File: config.mk
export PLATFORM = sky130hd
export DESIGN_NAME = lse_simd_2x12b_dispatch_flat
export DESIGN_NICKNAME = d
export VERILOG_FILES = /design/src/rtl/lse_simd_2x12b_dispatch_pkg.sv /design/src/rtl/lse_simd_2x12b_dispatch_if.sv /design/src/rtl/lse_simd_2x12b_dispatch_fifo.sv /design/src/rtl/lse_simd_2x12b_dispatch.sv /design/src/flat_wrapper.sv
export SDC_FILE = /design/constraint.sdc
export NUM_CORES = 1
export LEC_CHECK = 0
export BUFFER_PORTS_ARGS = -buffer_cell sky130_fd_sc_hd__buf_2
export CORE_UTILIZATION = 60
export CTS_CLUSTER_SIZE = 40
export DETAILED_ROUTE_END_ITERATION = 10
export MAX_ROUTING_LAYER = met4
export PLACE_DENSITY = 0.83
export SETUP_SLACK_MARGIN = 0.5
export SLEW_MARGIN = 15
export SYNTH_ARGS = -nofsm -noshare
export SYNTH_HDL_FRONTEND = slang
export SYNTH_SLANG_ARGS = --single-unit
File: constraint.sdc
create_clock -name clk -period 6.3 [get_ports clk]
set_input_delay 0.315 -clock clk [delete_from_list [all_inputs] [get_ports clk]]
set_output_delay 0.315 -clock clk [all_outputs]
set_load 0.01 [all_outputs]
File: src/rtl/lse_simd_2x12b_dispatch_pkg.sv
// Shared types for the dual 12-bit channel LSE datapath: packed operand pair and result word.
package lse_simd_pkg;
  localparam int CHANNEL_WIDTH = 12;
  localparam int DATA_WIDTH    = 2 * CHANNEL_WIDTH;

  typedef logic [DATA_WIDTH-1:0] lse_res_t;

  typedef struct packed {
    logic [DATA_WIDTH-1:0] x;
    logic [DATA_WIDTH-1:0] y;
    logic [1:0]            mode;
  } lse_op_t;
endpackage

File: src/rtl/lse_simd_2x12b_dispatch_if.sv
// Stream-side bundle of the dispatcher: operand input, core issue/return, result output, status.
interface lse_simd_2x12b_dispatch_if #(
  parameter int DW        = lse_simd_pkg::DATA_WIDTH,
  parameter int RES_DEPTH = 8
);
  logic                           in_valid;
  logic                           in_ready;
  logic [DW-1:0]                  in_x;
  logic [DW-1:0]                  in_y;
  logic [1:0]                     in_mode;
  logic                           lse_enable;
  logic [DW-1:0]                  lse_x;
  logic [DW-1:0]                  lse_y;
  logic [1:0]                     lse_mode;
  logic [DW-1:0]                  lse_result;
  logic                           lse_valid;
  logic                           out_valid;
  logic                           out_ready;
  logic [DW-1:0]                  out_data;
  logic [$clog2(RES_DEPTH+1)-1:0] inflight;
  logic                           overflow;

  // The dispatcher itself.
  modport slave (
    input  in_valid, in_x, in_y, in_mode, lse_result, lse_valid, out_ready,
    output in_ready, lse_enable, lse_x, lse_y, lse_mode, out_valid, out_data, inflight, overflow
  );

  // Whatever surrounds it: producer, core and consumer together.
  modport master (
    output in_valid, in_x, in_y, in_mode, lse_result, lse_valid, out_ready,
    input  in_ready, lse_enable, lse_x, lse_y, lse_mode, out_valid, out_data, inflight, overflow
  );
endinterface

File: src/rtl/lse_simd_2x12b_dispatch_fifo.sv
// Synchronous FIFO with wrap-bit pointers; head is read straight from storage (no bypass).
module simd_sync_fifo import lse_simd_pkg::*; #(
  parameter type T     = lse_op_t,
  parameter int  DEPTH = 4,
  localparam int AW    = $clog2(DEPTH)
) (
  input  logic        clk,
  input  logic        rst,
  input  logic        i_push,
  input  T            i_data,
  input  logic        i_pop,
  output T            o_data,
  output logic        o_full,
  output logic        o_empty,
  output logic [AW:0] o_count
);
  T            r_mem [DEPTH];
  logic [AW:0] r_wr_ptr;
  logic [AW:0] r_rd_ptr;
  logic        w_push_ok;
  logic        w_pop_ok;

  assign o_empty = (r_wr_ptr == r_rd_ptr);
  assign o_full  = (r_wr_ptr[AW] != r_rd_ptr[AW]) && (r_wr_ptr[AW-1:0] == r_rd_ptr[AW-1:0]);
  assign o_count = r_wr_ptr - r_rd_ptr;
  assign o_data  = r_mem[r_rd_ptr[AW-1:0]];

  // A pop in the same cycle frees the slot, so a push into a full FIFO is still taken.
  assign w_pop_ok  = i_pop & ~o_empty;
  assign w_push_ok = i_push & (~o_full | w_pop_ok);

  always_ff @(posedge clk) begin
    if (w_push_ok) r_mem[r_wr_ptr[AW-1:0]] <= i_data;
  end

  always_ff @(posedge clk or posedge rst) begin
    if (rst) begin
      r_wr_ptr <= '0;
      r_rd_ptr <= '0;
    end else begin
      if (w_push_ok) r_wr_ptr <= r_wr_ptr + 1'b1;
      if (w_pop_ok)  r_rd_ptr <= r_rd_ptr + 1'b1;
    end
  end
endmodule

File: src/rtl/lse_simd_2x12b_dispatch.sv
// Operand dispatcher / result collector around lse_simd_2x12b, with credit-limited issue.
module lse_simd_2x12b_dispatch #(
  parameter int DATA_WIDTH = 24,
  parameter int OP_DEPTH   = 4,
  parameter int RES_DEPTH  = 8,
  parameter int MAX_LAT    = 8
) (
  input  logic                     clk,
  input  logic                     rst,
  lse_simd_2x12b_dispatch_if.slave bus
);
  import lse_simd_pkg::*;

  localparam int IW  = $clog2(RES_DEPTH + 1);
  localparam int OAW = $clog2(OP_DEPTH);
  localparam int RAW = $clog2(RES_DEPTH);
  localparam int SW  = IW + 2;

  if (DATA_WIDTH != $bits(lse_res_t) || OP_DEPTH < 2 || RES_DEPTH < 2 || MAX_LAT < 1 ||
      (OP_DEPTH & (OP_DEPTH - 1)) != 0 || (RES_DEPTH & (RES_DEPTH - 1)) != 0) begin : g_param_check
    $error("lse_simd_2x12b_dispatch: unsupported parameter set");
  end

  lse_op_t        w_op_wr;
  lse_op_t        w_op_head;
  logic           w_op_full;
  logic           w_op_empty;
  logic [OAW:0]   w_unused_op_count;
  lse_res_t       w_res_head;
  logic           w_res_full;
  logic           w_res_empty;
  logic           w_res_pop;
  logic [RAW:0]   w_res_count;
  logic           w_issue;
  logic           w_ret_ok;
  logic           w_overflow_set;
  logic [SW-1:0]  w_credit_used;

  logic           r_lse_enable;
  lse_op_t        r_lse_op;
  logic [IW-1:0]  r_inflight;
  logic           r_overflow;

  assign w_op_wr = {bus.in_x, bus.in_y, bus.in_mode};

  simd_sync_fifo #(.T(lse_op_t), .DEPTH(OP_DEPTH)) u_op_fifo (
    .clk     (clk),
    .rst     (rst),
    .i_push  (bus.in_valid & ~w_op_full),
    .i_data  (w_op_wr),
    .i_pop   (w_issue),
    .o_data  (w_op_head),
    .o_full  (w_op_full),
    .o_empty (w_op_empty),
    .o_count (w_unused_op_count)
  );

  simd_sync_fifo #(.T(lse_res_t), .DEPTH(RES_DEPTH)) u_res_fifo (
    .clk     (clk),
    .rst     (rst),
    .i_push  (bus.lse_valid),
    .i_data  (bus.lse_result),
    .i_pop   (w_res_pop),
    .o_data  (w_res_head),
    .o_full  (w_res_full),
    .o_empty (w_res_empty),
    .o_count (w_res_count)
  );

  // Every op in flight or parked in the result FIFO holds one slot, so a return always fits.
  assign w_credit_used  = SW'(r_inflight) + SW'(w_res_count);
  assign w_issue        = ~w_op_empty & (w_credit_used < SW'(RES_DEPTH));
  assign w_res_pop      = bus.out_ready & ~w_res_empty;
  assign w_ret_ok       = bus.lse_valid & (r_inflight != '0);
  assign w_overflow_set = bus.lse_valid & ((w_res_full & ~w_res_pop) | (r_inflight == '0));

  always_ff @(posedge clk or posedge rst) begin
    if (rst) begin
      r_lse_enable <= 1'b0;
      r_lse_op     <= '0;
      r_inflight   <= '0;
      r_overflow   <= 1'b0;
    end else begin
      r_lse_enable <= w_issue;
      if (w_issue) r_lse_op <= w_op_head;
      r_inflight <= r_inflight + IW'(w_issue) - IW'(w_ret_ok);
      if (w_overflow_set) r_overflow <= 1'b1;
    end
  end

  assign bus.in_ready   = ~w_op_full;
  assign bus.lse_enable = r_lse_enable;
  assign bus.lse_x      = r_lse_op.x;
  assign bus.lse_y      = r_lse_op.y;
  assign bus.lse_mode   = r_lse_op.mode;
  assign bus.out_valid  = ~w_res_empty;
  assign bus.out_data   = w_res_head;
  assign bus.inflight   = r_inflight;
  assign bus.overflow   = r_overflow;
endmodule

File: src/flat_wrapper.sv
// flat-port wrapper written by rule: the top's interface ports become plain ports
module lse_simd_2x12b_dispatch_flat import lse_simd_pkg::*;
#(
  parameter int DATA_WIDTH = 24,
  parameter int OP_DEPTH   = 4,
  parameter int RES_DEPTH  = 8,
  parameter int MAX_LAT    = 8
)
  (clk, rst, bus_in_valid, bus_in_x, bus_in_y, bus_in_mode, bus_lse_result, bus_lse_valid, bus_out_ready, bus_in_ready, bus_lse_enable, bus_lse_x, bus_lse_y, bus_lse_mode, bus_out_valid, bus_out_data, bus_inflight, bus_overflow);
  lse_simd_2x12b_dispatch_if #(.DW(24), .RES_DEPTH(RES_DEPTH)) bus_i ();
  input  logic clk;
  input  logic rst;
  input wire logic [$bits(bus_i.in_valid)-1:0] bus_in_valid;
  input wire logic [$bits(bus_i.in_x)-1:0] bus_in_x;
  input wire logic [$bits(bus_i.in_y)-1:0] bus_in_y;
  input wire logic [$bits(bus_i.in_mode)-1:0] bus_in_mode;
  input wire logic [$bits(bus_i.lse_result)-1:0] bus_lse_result;
  input wire logic [$bits(bus_i.lse_valid)-1:0] bus_lse_valid;
  input wire logic [$bits(bus_i.out_ready)-1:0] bus_out_ready;
  output wire logic [$bits(bus_i.in_ready)-1:0] bus_in_ready;
  output wire logic [$bits(bus_i.lse_enable)-1:0] bus_lse_enable;
  output wire logic [$bits(bus_i.lse_x)-1:0] bus_lse_x;
  output wire logic [$bits(bus_i.lse_y)-1:0] bus_lse_y;
  output wire logic [$bits(bus_i.lse_mode)-1:0] bus_lse_mode;
  output wire logic [$bits(bus_i.out_valid)-1:0] bus_out_valid;
  output wire logic [$bits(bus_i.out_data)-1:0] bus_out_data;
  output wire logic [$bits(bus_i.inflight)-1:0] bus_inflight;
  output wire logic [$bits(bus_i.overflow)-1:0] bus_overflow;
  assign bus_i.in_valid = bus_in_valid;
  assign bus_i.in_x = bus_in_x;
  assign bus_i.in_y = bus_in_y;
  assign bus_i.in_mode = bus_in_mode;
  assign bus_i.lse_result = bus_lse_result;
  assign bus_i.lse_valid = bus_lse_valid;
  assign bus_i.out_ready = bus_out_ready;
  assign bus_in_ready = bus_i.in_ready;
  assign bus_lse_enable = bus_i.lse_enable;
  assign bus_lse_x = bus_i.lse_x;
  assign bus_lse_y = bus_i.lse_y;
  assign bus_lse_mode = bus_i.lse_mode;
  assign bus_out_valid = bus_i.out_valid;
  assign bus_out_data = bus_i.out_data;
  assign bus_inflight = bus_i.inflight;
  assign bus_overflow = bus_i.overflow;
  lse_simd_2x12b_dispatch #(.DATA_WIDTH(DATA_WIDTH), .OP_DEPTH(OP_DEPTH), .RES_DEPTH(RES_DEPTH), .MAX_LAT(MAX_LAT)) u_core (.clk(clk), .rst(rst), .bus(bus_i));
endmodule
======== After elaboration in Yosys (flattened, before gate mapping) ========
Memory sizes are Yosys's and may differ from the RTL's. A register that Yosys moved wholly into a read port is not among the register bits.
Cells that the tools add are included.
word-level totals
  register bits after elaboration ......... 20
  memories ................................ 2
  logic and storage cells ................. 50
  bits in writable memories ............... 392
cells by class
  bitwise logic cells ..................... 18
  reductions and logical operators ........ 4
  $add $sub $neg .......................... 8
  muxes and demuxes ....................... 4
  equal/unequal tests ..................... 6
  order comparisons ....................... 1
memories
  memory                   depth  width  rd ports  clocked after Yosys merged registers in  wr ports  RTL line                            text
  u_core.u_op_fifo.r_mem   4      50     1         1                                        1         lse_simd_2x12b_dispatch_fifo.sv:17  T r_mem [DEPTH];
  u_core.u_res_fifo.r_mem  8      24     1         0                                        1         lse_simd_2x12b_dispatch_fifo.sv:17
operators by type and width
  kind                                                                   number
  1-bit bitwise AND                                                      10
  4-bit by 1-bit adder with 4-bit output (second input constant)         2
  3-bit by 1-bit adder with 3-bit output (second input constant)         2
  3-bit equality test                                                    2
  6-bit by 4-bit < comparator with 1-bit output (second input constant)  1
  4-bit by 4-bit adder with 5-bit output                                 1
  1-bit inverter                                                         5
  4-bit by 1-bit adder with 4-bit output                                 1
  4-bit equality test                                                    1
  4-bit logical NOT                                                      1
  1-bit 2-to-1 mux                                                       4
  4-bit nonzero test                                                     1
  4-bit by 1-bit subtractor with 4-bit output                            1
  4-bit subtractor                                                       1
  1-bit OR                                                               3
  2-bit equality test                                                    1
  1-bit logical AND                                                      2
  1-bit != test                                                          2

======== Logic depth before layout (Yosys ltp) ========
Gate-level depths: netlist (run 1).
  depth in word-level cells ............... 9
  depth in mapped cells ................... 16

======== Cells and area by module ========
Synthesis (run 1) repeated with hierarchy kept, for this count alone.
unflattened totals
  cell total of the unflattened synthesis .. 844
  area total of the unflattened synthesis .. 17928.4 µm²
modules (own cells, without submodules)
  module                               cells an instance  area an instance (µm²)  instances  seq. area each (µm²)
  simd_sync_fifo at u_core.u_res_fifo  390                7783.7                  1          5965.7
  simd_sync_fifo at u_core.u_op_fifo   308                7658.6                  1          6155.9
  lse_simd_2x12b_dispatch              146                2486.1                  1          1401.3

======== Worst setup path before layout (run 1) ========
Ideal clock, no wire load.
  path type ............................... register to register
  start point ............................. reg u_core.u_res_fifo.r_rd_ptr[1]
  end point ............................... mem u_core.u_res_fifo.r_mem[4][0] (netlist name), enable pin
  path slack .............................. 1.994 ns
  data arrival time ....................... 3.840 ns
  buffers on the path ..................... 2
  data required time ...................... 5.834 ns
  cell stages (with the launch flop) ...... 8
  clock period less this slack ............ 4.306 ns
  library setup time ...................... 0.466 ns
  path through ............................ dfrtp_1 clkbuf_1 buf_1 inv_1 ha_1 nand3_1 nor3_4 nor4_1
on the way
  cells in the longest elaborated chain, start to end .. 8
  elaborated cells on any way between the ends .. 11
  those cells by class .................... 2 x eq/ne; 2 x mux; 6 x bitwise; 1 x reduce/logical
ends and longest elaborated chain
  element                                     RTL line                                                           text
  start, declared                             lse_simd_2x12b_dispatch_fifo.sv:19                                 logic [AW:0] r_rd_ptr;
  start signal, assigned                      lse_simd_2x12b_dispatch_fifo.sv:42                                 if (w_pop_ok) r_rd_ptr <= r_rd_ptr + 1'b1;
  4-bit equality test                         lse_simd_2x12b_dispatch_fifo.sv:23                                 assign o_empty = (r_wr_ptr == r_rd_ptr);
  1-bit inverter                              lse_simd_2x12b_dispatch_fifo.sv:29, lse_simd_2x12b_dispatch.sv:73
  1-bit bitwise AND                           lse_simd_2x12b_dispatch.sv:73                                      assign w_res_pop = bus.out_ready & ~w_res_empty;
  1-bit bitwise AND                           lse_simd_2x12b_dispatch_fifo.sv:29                                 assign w_pop_ok = i_pop & ~o_empty;
  1-bit OR (*)                                lse_simd_2x12b_dispatch_fifo.sv:30                                 assign w_push_ok = i_push & (~o_full | w_pop_ok);
  1-bit bitwise AND (*)                       lse_simd_2x12b_dispatch_fifo.sv:30
  1-bit 2-to-1 mux (*)                        lse_simd_2x12b_dispatch_fifo.sv:33                                 if (w_push_ok) r_mem[r_wr_ptr[AW-1:0]] <= i_data;
  1-bit 2-to-1 mux (not written as such) (*)  lse_simd_2x12b_dispatch_fifo.sv:33
  end, declared                               lse_simd_2x12b_dispatch_fifo.sv:17
Mark *: on every way between the ends. The rest lies on a longest branch, timed or not.

======== Worst setup path in the final report (run 1) ========
  start point ............................. reg u_core.u_res_fifo.r_rd_ptr[2]
  end point ............................... reg u_core.r_inflight[2] (netlist: u_core.bus.inflight[2])
on the way
  cells in the longest elaborated chain, start to end .. 6
ends and longest elaborated chain
  element                                        RTL line                            text
  4-bit subtractor                               lse_simd_2x12b_dispatch_fifo.sv:25  assign o_count = r_wr_ptr - r_rd_ptr;
  4-bit by 4-bit adder with 5-bit output         lse_simd_2x12b_dispatch.sv:71       assign w_credit_used = SW'(r_inflight) + SW'(w_res_count);
  6-bit by 4-bit < comparator with 1-bit output  lse_simd_2x12b_dispatch.sv:72       assign w_issue = ~w_op_empty & (w_credit_used < SW'(RES_DEPTH));
  1-bit bitwise AND                              lse_simd_2x12b_dispatch.sv:72
  net u_core.u_op_fifo.i_pop                     lse_simd_2x12b_dispatch_fifo.sv:11  input logic i_pop,
  4-bit by 1-bit adder with 4-bit output         lse_simd_2x12b_dispatch.sv:86       r_inflight <= r_inflight + IW'(w_issue) - IW'(w_ret_ok);
  4-bit by 1-bit subtractor with 4-bit output    lse_simd_2x12b_dispatch.sv:86
  end signal, assigned                           lse_simd_2x12b_dispatch.sv:86
  end, declared                                  lse_simd_2x12b_dispatch.sv:41       logic [IW-1:0] r_inflight;
The timed path passes the listed nets, and every way through them passes these cells.
A chain may end at the register's enable or synchronous reset.

==> results of run 1 <==
path summary, 6_finish.rpt:
check,from,end,slack [ps],cells after the start
worst max-delay path,u_core.u_res_fifo.r_rd_ptr[2],u_core.bus.inflight[2],2590,12
worst min-delay path,rst,u_core.bus.lse_y[13],50,3
worst max register to register,u_core.u_res_fifo.r_rd_ptr[2],u_core.bus.inflight[2],2590,12
worst min register to register,u_core.bus.overflow,u_core.bus.overflow,470,1
max in group asynchronous,rst,u_core.u_res_fifo.r_rd_ptr[0],5480,3
min in group clk,bus_lse_result[3],u_core.u_res_fifo.r_mem[6][3],50,1
repair_timing:
item / in CTS / in global routing
hold endpoints to repair: 199 / 0
hold buffers: 50 / 0
endpoints found under the setup margin: 0 / 0
registers in the layout, indices dropped and copies added, names as in the netlist:
signal / cells
u_core.bus.lse_y: 24
u_core.bus.inflight: 4
u_core.bus.lse_x: 24
u_core.u_op_fifo.r_wr_ptr: 3
u_core.u_res_fifo.r_rd_ptr: 4
u_core.bus.lse_enable: 1
u_core.u_res_fifo.r_mem: 192
u_core.bus.lse_mode: 2
u_core.u_op_fifo.r_mem: 200
u_core.bus.overflow: 1
u_core.u_res_fifo.r_wr_ptr: 4
u_core.u_op_fifo.r_rd_ptr: 3
power by group:
| part | internal, W | switching (W) | total [W] |
|---|---|---|---|
| registers | 0.00413 | 0.000316 | 0.00445 |
| logic | 0.00202 | 0.00212 | 0.00414 |
| clock network | 0.00145 | 0.00108 | 0.00253 |
metal layers:
| layer | global-route usage [%] | wire (um) | up-vias |
|---|---|---|---|
| met5 | - | 0 | - |
| met2 | 43.8 | 19400 | 317 |
| met3 | 5.37 | 2270 | 50 |
| met1 | 30.0 | 13600 | 4529 |
| met4 | 6.86 | 597 | 0 |
| li1 | - | - | 3746 |
cells by family (layout without fill, tap and decap cells):
family	after synthesis	count (layout)
AO/OA/AOI/OAI	7	7
AND/OR/NAND/NOR	108	108
buffers and inverters	51	327
other	0	5
adder cells (fa/ha/maj)	20	20
multiplexers	152	152
flip-flops	462	462
XOR/XNOR	18	18
worst register-to-register path, delay by kind of cell (launching register included):
kind	cells	cell delay, ps
buffers and inverters	3	710
and+or+nand+nor	2	840
adders and majority gates	4	1200
DFF	1	400
AOI/OAI and AO/OA	1	180
xor gates and xnor gates	2	280
stage by stage:
step	setup WS [ps]	cell area, um^2	hold slack [ps]	std cells	total power, W
6_report	2590	20800	45.5	1483	0.0111
3_5_place_dp	2550	18900	449	1346	0.00860
4_1_cts	2530	20800	26.2	1478	0.0112
5_1_grt	2360	20800	46.1	1482	0.0116
2_1_floorplan	1990	17700	414	818	0.00757
3_3_place_gp	2630	18900	448	1346	0.00842
area by class of cell:
| class | count | share of cell area, % |
|---|---|---|
| flip-flops and latches | 462 | 65.0 |
| diodes | 5 | 0.0601 |
| clock buffers | 64 | 5.95 |
| clock inverters | 18 | 0.679 |
| well taps | 384 | 2.31 |
| repair buffers | 229 | 6.94 |
| inverters | 16 | 0.295 |
| multi-input cells | 305 | 18.8 |
cell usage in the layout, fill, tap and decap left out, types with 4 or more instances in the layout:
cell type	count
mux2_2	32
inv_1	14
xnor2_1	11
clkinv_1	10
nand2_1	77
ha_1	18
xor2_1	6
nand3_1	5
dlygate4sd3_1	50
buf_2	160
mux2_4	20
mux4_2	98
clkbuf_1	16
clkinv_2	5
buf_4	19
and3_2	4
edfxtp_1	392
diode_2	5
nor3_2	4
dfrtp_1	66
clkbuf_16	46
==> metrics.md, run 1 <==
| Metric | Value |
|---|---|
| Status | `completed` |
| Sequential cell area | `13500 um^2` |
| Final wirelength | `35800 um` |
| Area contributors post-synth | `edfxtp_1 67%, mux4_2 13%, dfrtp_1 9.9%` |
| Fill cells | `1676` |
| CP arrival | `between 4000 and 5000 ps` |
| Detail-routed via count per cell | `approximately 5.8` |
| DIE WIDTH | `between 150 and 200 um` |
| CTS sink cnt | `between 400 and 500` |
| GRT Total Usage | `about a quarter` |
| Critical Path Fanout Max | `25` |
| Pwr Density | `534 nW/um^2` |
| Yosys warns | `0` |
| Xor/xnor cell area share of the yosys netlist | `less than 1%` |
| Compound-cell area share of the yosys netlist | `0.262%` |
| RSZ-0062 raised after global routing | `false` |
| Yosys cell types | `37` |
| Final setup TNS | `0 ps` |
| Hpwl dp | `18500 um` |
| Port bufs | `160` |
| Hold Violations, Final | `0` |
| Clock skew | `~30 ps` |
| F_max | `approximately 0.27 GHz` |
| Remaining Overflow, GRT | `0` |
| WP buf/inv | `3` |
| DIE HEIGHT | `~170 um` |
| Share of async-settable or async-resettable flops after synthesis | `15.2%` |
| Multi-input logic area | `3900 um^2` |
| Number of synthesized register bits | `462` |
| Synth Cell Area | `between 15000 and 20000 um^2` |
| Largest net degree at the start of global routing | `71` |
| Clock Tree Buf Depth | `3` |
| Max cap viols | `0` |
| Leakage | `7.57 nW` |
| Hold crit path type | `in -> async` |
| Fin. max-slew vios | `0` |
| Worst Setup Start Kind | `register` |
| Cts repair resizes | `0` |
| I/O pins | `roughly 160` |
| TritonCTS buffer count | `44` |
| Crit Path Category | `reg -> reg` |
| Ys flop type | `edfxtp_1` |
| Req. time, crit path | `approximately 6700 ps` |
| Post-Synthesis Cells | `between 800 and 900` |
| WL/cell | `24.2 um` |
| Pre-antenna DRT Iters | `5` |
| Buffer count from post-CTS setup fixing | `0` |
| Cell with the most instances after synthesis | `edfxtp_1` |
| Rel. slew slack | `slightly above 30%` |
| Number of H-tree levels | `2` |
| Die footprint | `30100 um^2` |
| Mux contribution to synthesized area | `about 16%` |
| VDD IR max | `between 0.0003 and 0.0004 V` |
| Initial antenna violation count | `4` |
| CP Cell Sequence | `inv_2, ha_1, a21oi_1, xnor2_1, ha_1, nor3_1, nand3_4, inv_1, ha_1, inv_1, fa_1, xnor2_1` |
| Most frequent cells after synthesis | `392 x edfxtp_1, 98 x mux4_2, 77 x nand2_1` |
| Core area | `around 29000 um^2` |
| Synth top area share | `between 60% and 70%` |
| Initial drt markers | `between 700 and 800` |
| Sequential area share after synthesis | `roughly three quarters` |
| Worst slew pin tran | `1040 ps` |
| Crit. End Element | `register` |
| Min cycle time layout | `~3700 ps` |
| Clk_lat worst skew | `about 560 ps` |
| GP Congestion | `0.753` |
| EDFF count, synth | `about 400` |
| Net Count, Synth | `roughly 900` |
| Vias | `just under 9k` |
| Largest family of logic cells by synthesized area | `multiplexers` |
| Post-DRT Antenna Nets | `0` |
| Layout Area Growth over Synthesis | `17.9%` |
| DRC Markers | `0` |
| Site Rows | `62` |
| Final #Nets | `between 1k and 1.5k` |
| Top cell by count, worst path | `ha_1` |
| CTS tree | `done` |
| Crit-path max cell delay | `approximately 450 ps` |
| CP top delay family | `adder cells` |
| Initial core utilization | `61.2%` |
| Vias in the first global route | `9320` |
| Critical Path Slowest Stage Cell | `inv_2` |
| Layout cells sized above 1 | `between 30% and 40%` |
| Setup violators final | `0` |
| Post-layout util | `around 72%` |
| Post-synthesis simple-gate area fraction | `under 10%` |
| Cell taking the most area after synthesis | `edfxtp_1` |
| Final Cycle Share | `around three fifths` |
| Syn Area/Cell | `around 22 um^2` |
| Adder-cell share of the synthesized area | `under 10%` |
| Clk root buf | `clkbuf_16` |
| First-pass GRT wire length | `54300 um` |
| CTS clk-pin slew, worst paths | `60 ps` |
Note: power is estimated with default switching activity, not from simulation.
==> run 2, diff against run 1 <==
Settings changed: CORE_UTILIZATION 60 to 53, PLACE_DENSITY 0.83 to 0.78.
Clock period 6.3 ns to 3.4 ns, I/O delays scaled along.
==> run 2 against run 1 <==
Wire length is 6.0% lower. Sequential power is 85% higher. Flip-flop and latch count stayed put. Sequential share of layout area is 2.1 points lower. Final cell count is 6.5% higher. Die area is 13% higher. Clock skew is 14 ps lower. Critical path depth is 1 higher. Count of clock-buffer cells in the layout is 2 higher. Critical endpoint is now u_core.bus.inflight[1]. Largest cell class unchanged. Highest routed layer unchanged.
==> metrics.md, run 2 (synthesis results as in run 1) <==
| Metric | Value |
|---|---|
| Status | `completed` |
| Remaining Overflow, GRT | `0` |
| Sequential cell area | `about 14000 um^2` |
| Vias in the first global route | `~9.4k` |
| CTS sink cnt | `between 400 and 500` |
| Fill cells | `around 2.1k` |
| Final #Nets | `between 1k and 1.5k` |
| Clk_lat worst skew | `550 ps` |
| Hold crit path type | `in -> async` |
| Clock skew | `~16 ps` |
| Setup violators final | `0` |
| Initial antenna violation count | `3` |
| DRC Markers | `0` |
| Sw Pwr | `around 0.0066 W` |
| TritonCTS buffer count | `46` |
| GP Congestion | `about 0.76` |
| Critical Path Fanout Max | `3` |
| F_max | `0.354 GHz` |
| Worst slew pin tran | `1100 ps` |
| Final Cycle Share | `between 80% and 90%` |
| Clock Tree Buf Depth | `3` |
| DIE HEIGHT | `~180 um` |
| Number of H-tree levels | `2` |
| Clk root buf | `clkbuf_16` |
| Layout cells sized above 1 | `38.5%` |
| I/O pins | `between 150 and 200` |
| WL/cell | `roughly 21 um` |
| Hpwl dp | `between 15000 and 20000 um` |
| Final setup TNS | `0 ps` |
| Switching share of power | `a little under a third` |
| Final wirelength | `between 30000 and 40000 um` |
| Post-DRT Antenna Nets | `0` |
| Initial core utilization | `between 50% and 60%` |
| Internal power | `roughly 0.015 W` |
| CP arrival | `~3300 ps` |
| Vias | `approximately 8.6k` |
| Site Rows | `66` |
| Layout Area Growth over Synthesis | `21.8%` |
| CTS tree | `done` |
| Clk pwr share | `between 20% and 30%` |
| Final total power | `around 0.021 W` |
| Combinational fraction of design power | `between 30% and 40%` |
| CTS clk-pin slew, worst paths | `roughly 60 ps` |
| Max cap viols | `0` |
| GRT Total Usage | `a little over a fifth` |
| VDD IR max | `~0.0011 V` |
| Most frequent cells in the layout | `392 x edfxtp_1, 160 x buf_2, 98 x mux4_2` |
| Die footprint | `34000 um^2` |
| First-pass GRT wire length | `52700 um` |
| Hold Violations, Final | `0` |
| Initial drt markers | `between 500 and 600` |
| RSZ-0062 raised after global routing | `true` |
| Fin. max-slew vios | `0` |
| Pre-antenna DRT Iters | `5` |
| Leakage | `7.82 nW` |
| Final hold slack | `roughly 270 ps` |
| Seq pwr share | `around two fifths` |
| Core area | `32600 um^2` |
| Worst Setup Start Kind | `register` |
| Crit Path Category | `reg -> reg` |
| Detail-routed via count per cell | `~5.4` |
| Max reg flops | `200` |
| Place WS | `398 ps` |
| Setup WS post-layout | `576 ps` |
| Multi-input logic area | `roughly 4000 um^2` |
| Min cycle time layout | `2820 ps` |
| Crit. End Element | `register` |
| Req. time, crit path | `around 3800 ps` |
| Pwr Density | `986 nW/um^2` |
| Most common cell after layout, fill and taps aside | `edfxtp_1` |
| DIE WIDTH | `around 180 um` |
| Port bufs | `160` |
| Largest net degree at the start of global routing | `53` |
| Rel. slew slack | `between 20% and 30%` |
run 2: cell count changes in the layout (fill, tap and decap cells not counted), moves of 3 or more:
cell           before  now
buf_4              19   23
inv_1              14   10
nor3_4              1    4
clkinv_1           10    2
dlygate4sd3_1      50   78
buf_12              0    4
bufinv_16           2    5
run 2: worst max-delay path, stage by stage, from the launching register on:
cell and delay [ps]:
dfrtp_1 410, inv_4 70, ha_4 120, inv_2 40, fa_1 550, ha_1 230
and3b_1 180, o21ai_2 200, nand3_4 130, inv_4 80, ha_4 120, inv_2 40
fa_2 520, inv_1 40
run 2: per-layer routing:
metal  vias up  part of all wire [%]  GRT usage [%]  wire length, um
li1       3825                     -              -                -
met1      4441                    40           26.0            13600
met2       233                    52           36.1            17400
met3        60                   5.9           4.80             1970
met4         0                   2.0           6.10              684
met5         -                     0              -                0
run 2: cell type report:
cell class,count,area share (%)
Clock inverter,18,1.15
Inverter,16,0.308
Sequential cell,462,62.9
Timing Repair Buffer,267,8.63
Antenna cell,3,0.0349
Multi-Input combinational cell,305,18.5
Clock buffer,66,5.89
Tap cell,442,2.57
run 2: path summary, 6_finish.rpt:
check                      slack (ps)  cells past startpoint                           from                            end
max                               580                     13  u_core.u_res_fifo.r_wr_ptr[0]         u_core.bus.inflight[1]
max reg2reg                       580                     13  u_core.u_res_fifo.r_wr_ptr[0]         u_core.bus.inflight[1]
max in group asynchronous        2370                      4                            rst  u_core.u_res_fifo.r_rd_ptr[0]
min reg2reg                       470                      1            u_core.bus.overflow            u_core.bus.overflow
min                               270                      3                            rst           u_core.bus.lse_x[13]
min in group clk                  380                      2                   bus_in_y[15]  u_core.u_op_fifo.r_mem[3][17]
run 2: repair_timing:
item / 4_1_cts / 5_1_grt
gates resized for setup: 3 / 0
pin swaps: 0 / 2
endpoints found under the setup margin: 45 / 2
setup buffers: 0 / 4
hold buffers: 78 / 0
endpoints found under the hold margin: 430 / 0
run 2: per-stage QoR:
stage                     cells  util [%]  cell area (um^2)
final                      1579      65.9             21500
after global routing       1579      65.9             21500
after CTS                  1572      65.8             21500
after detailed placement   1410      58.7             19200
after global placement     1410      58.7             19200
after floorplan             818         -             17800
run 2: power groups by stage:
| stage | Clock (W) | Combinational, W | Sequential, W |
|---|---|---|---|
| after floorplan | 0 | 0.00592 | 0.00830 |
| after global placement | 0 | 0.00767 | 0.00828 |
| after detailed placement | 0 | 0.00793 | 0.00834 |
| after CTS | 0.00515 | 0.00803 | 0.00826 |
| after global routing | 0.00537 | 0.00859 | 0.00836 |
| final | 0.00505 | 0.00793 | 0.00823 |
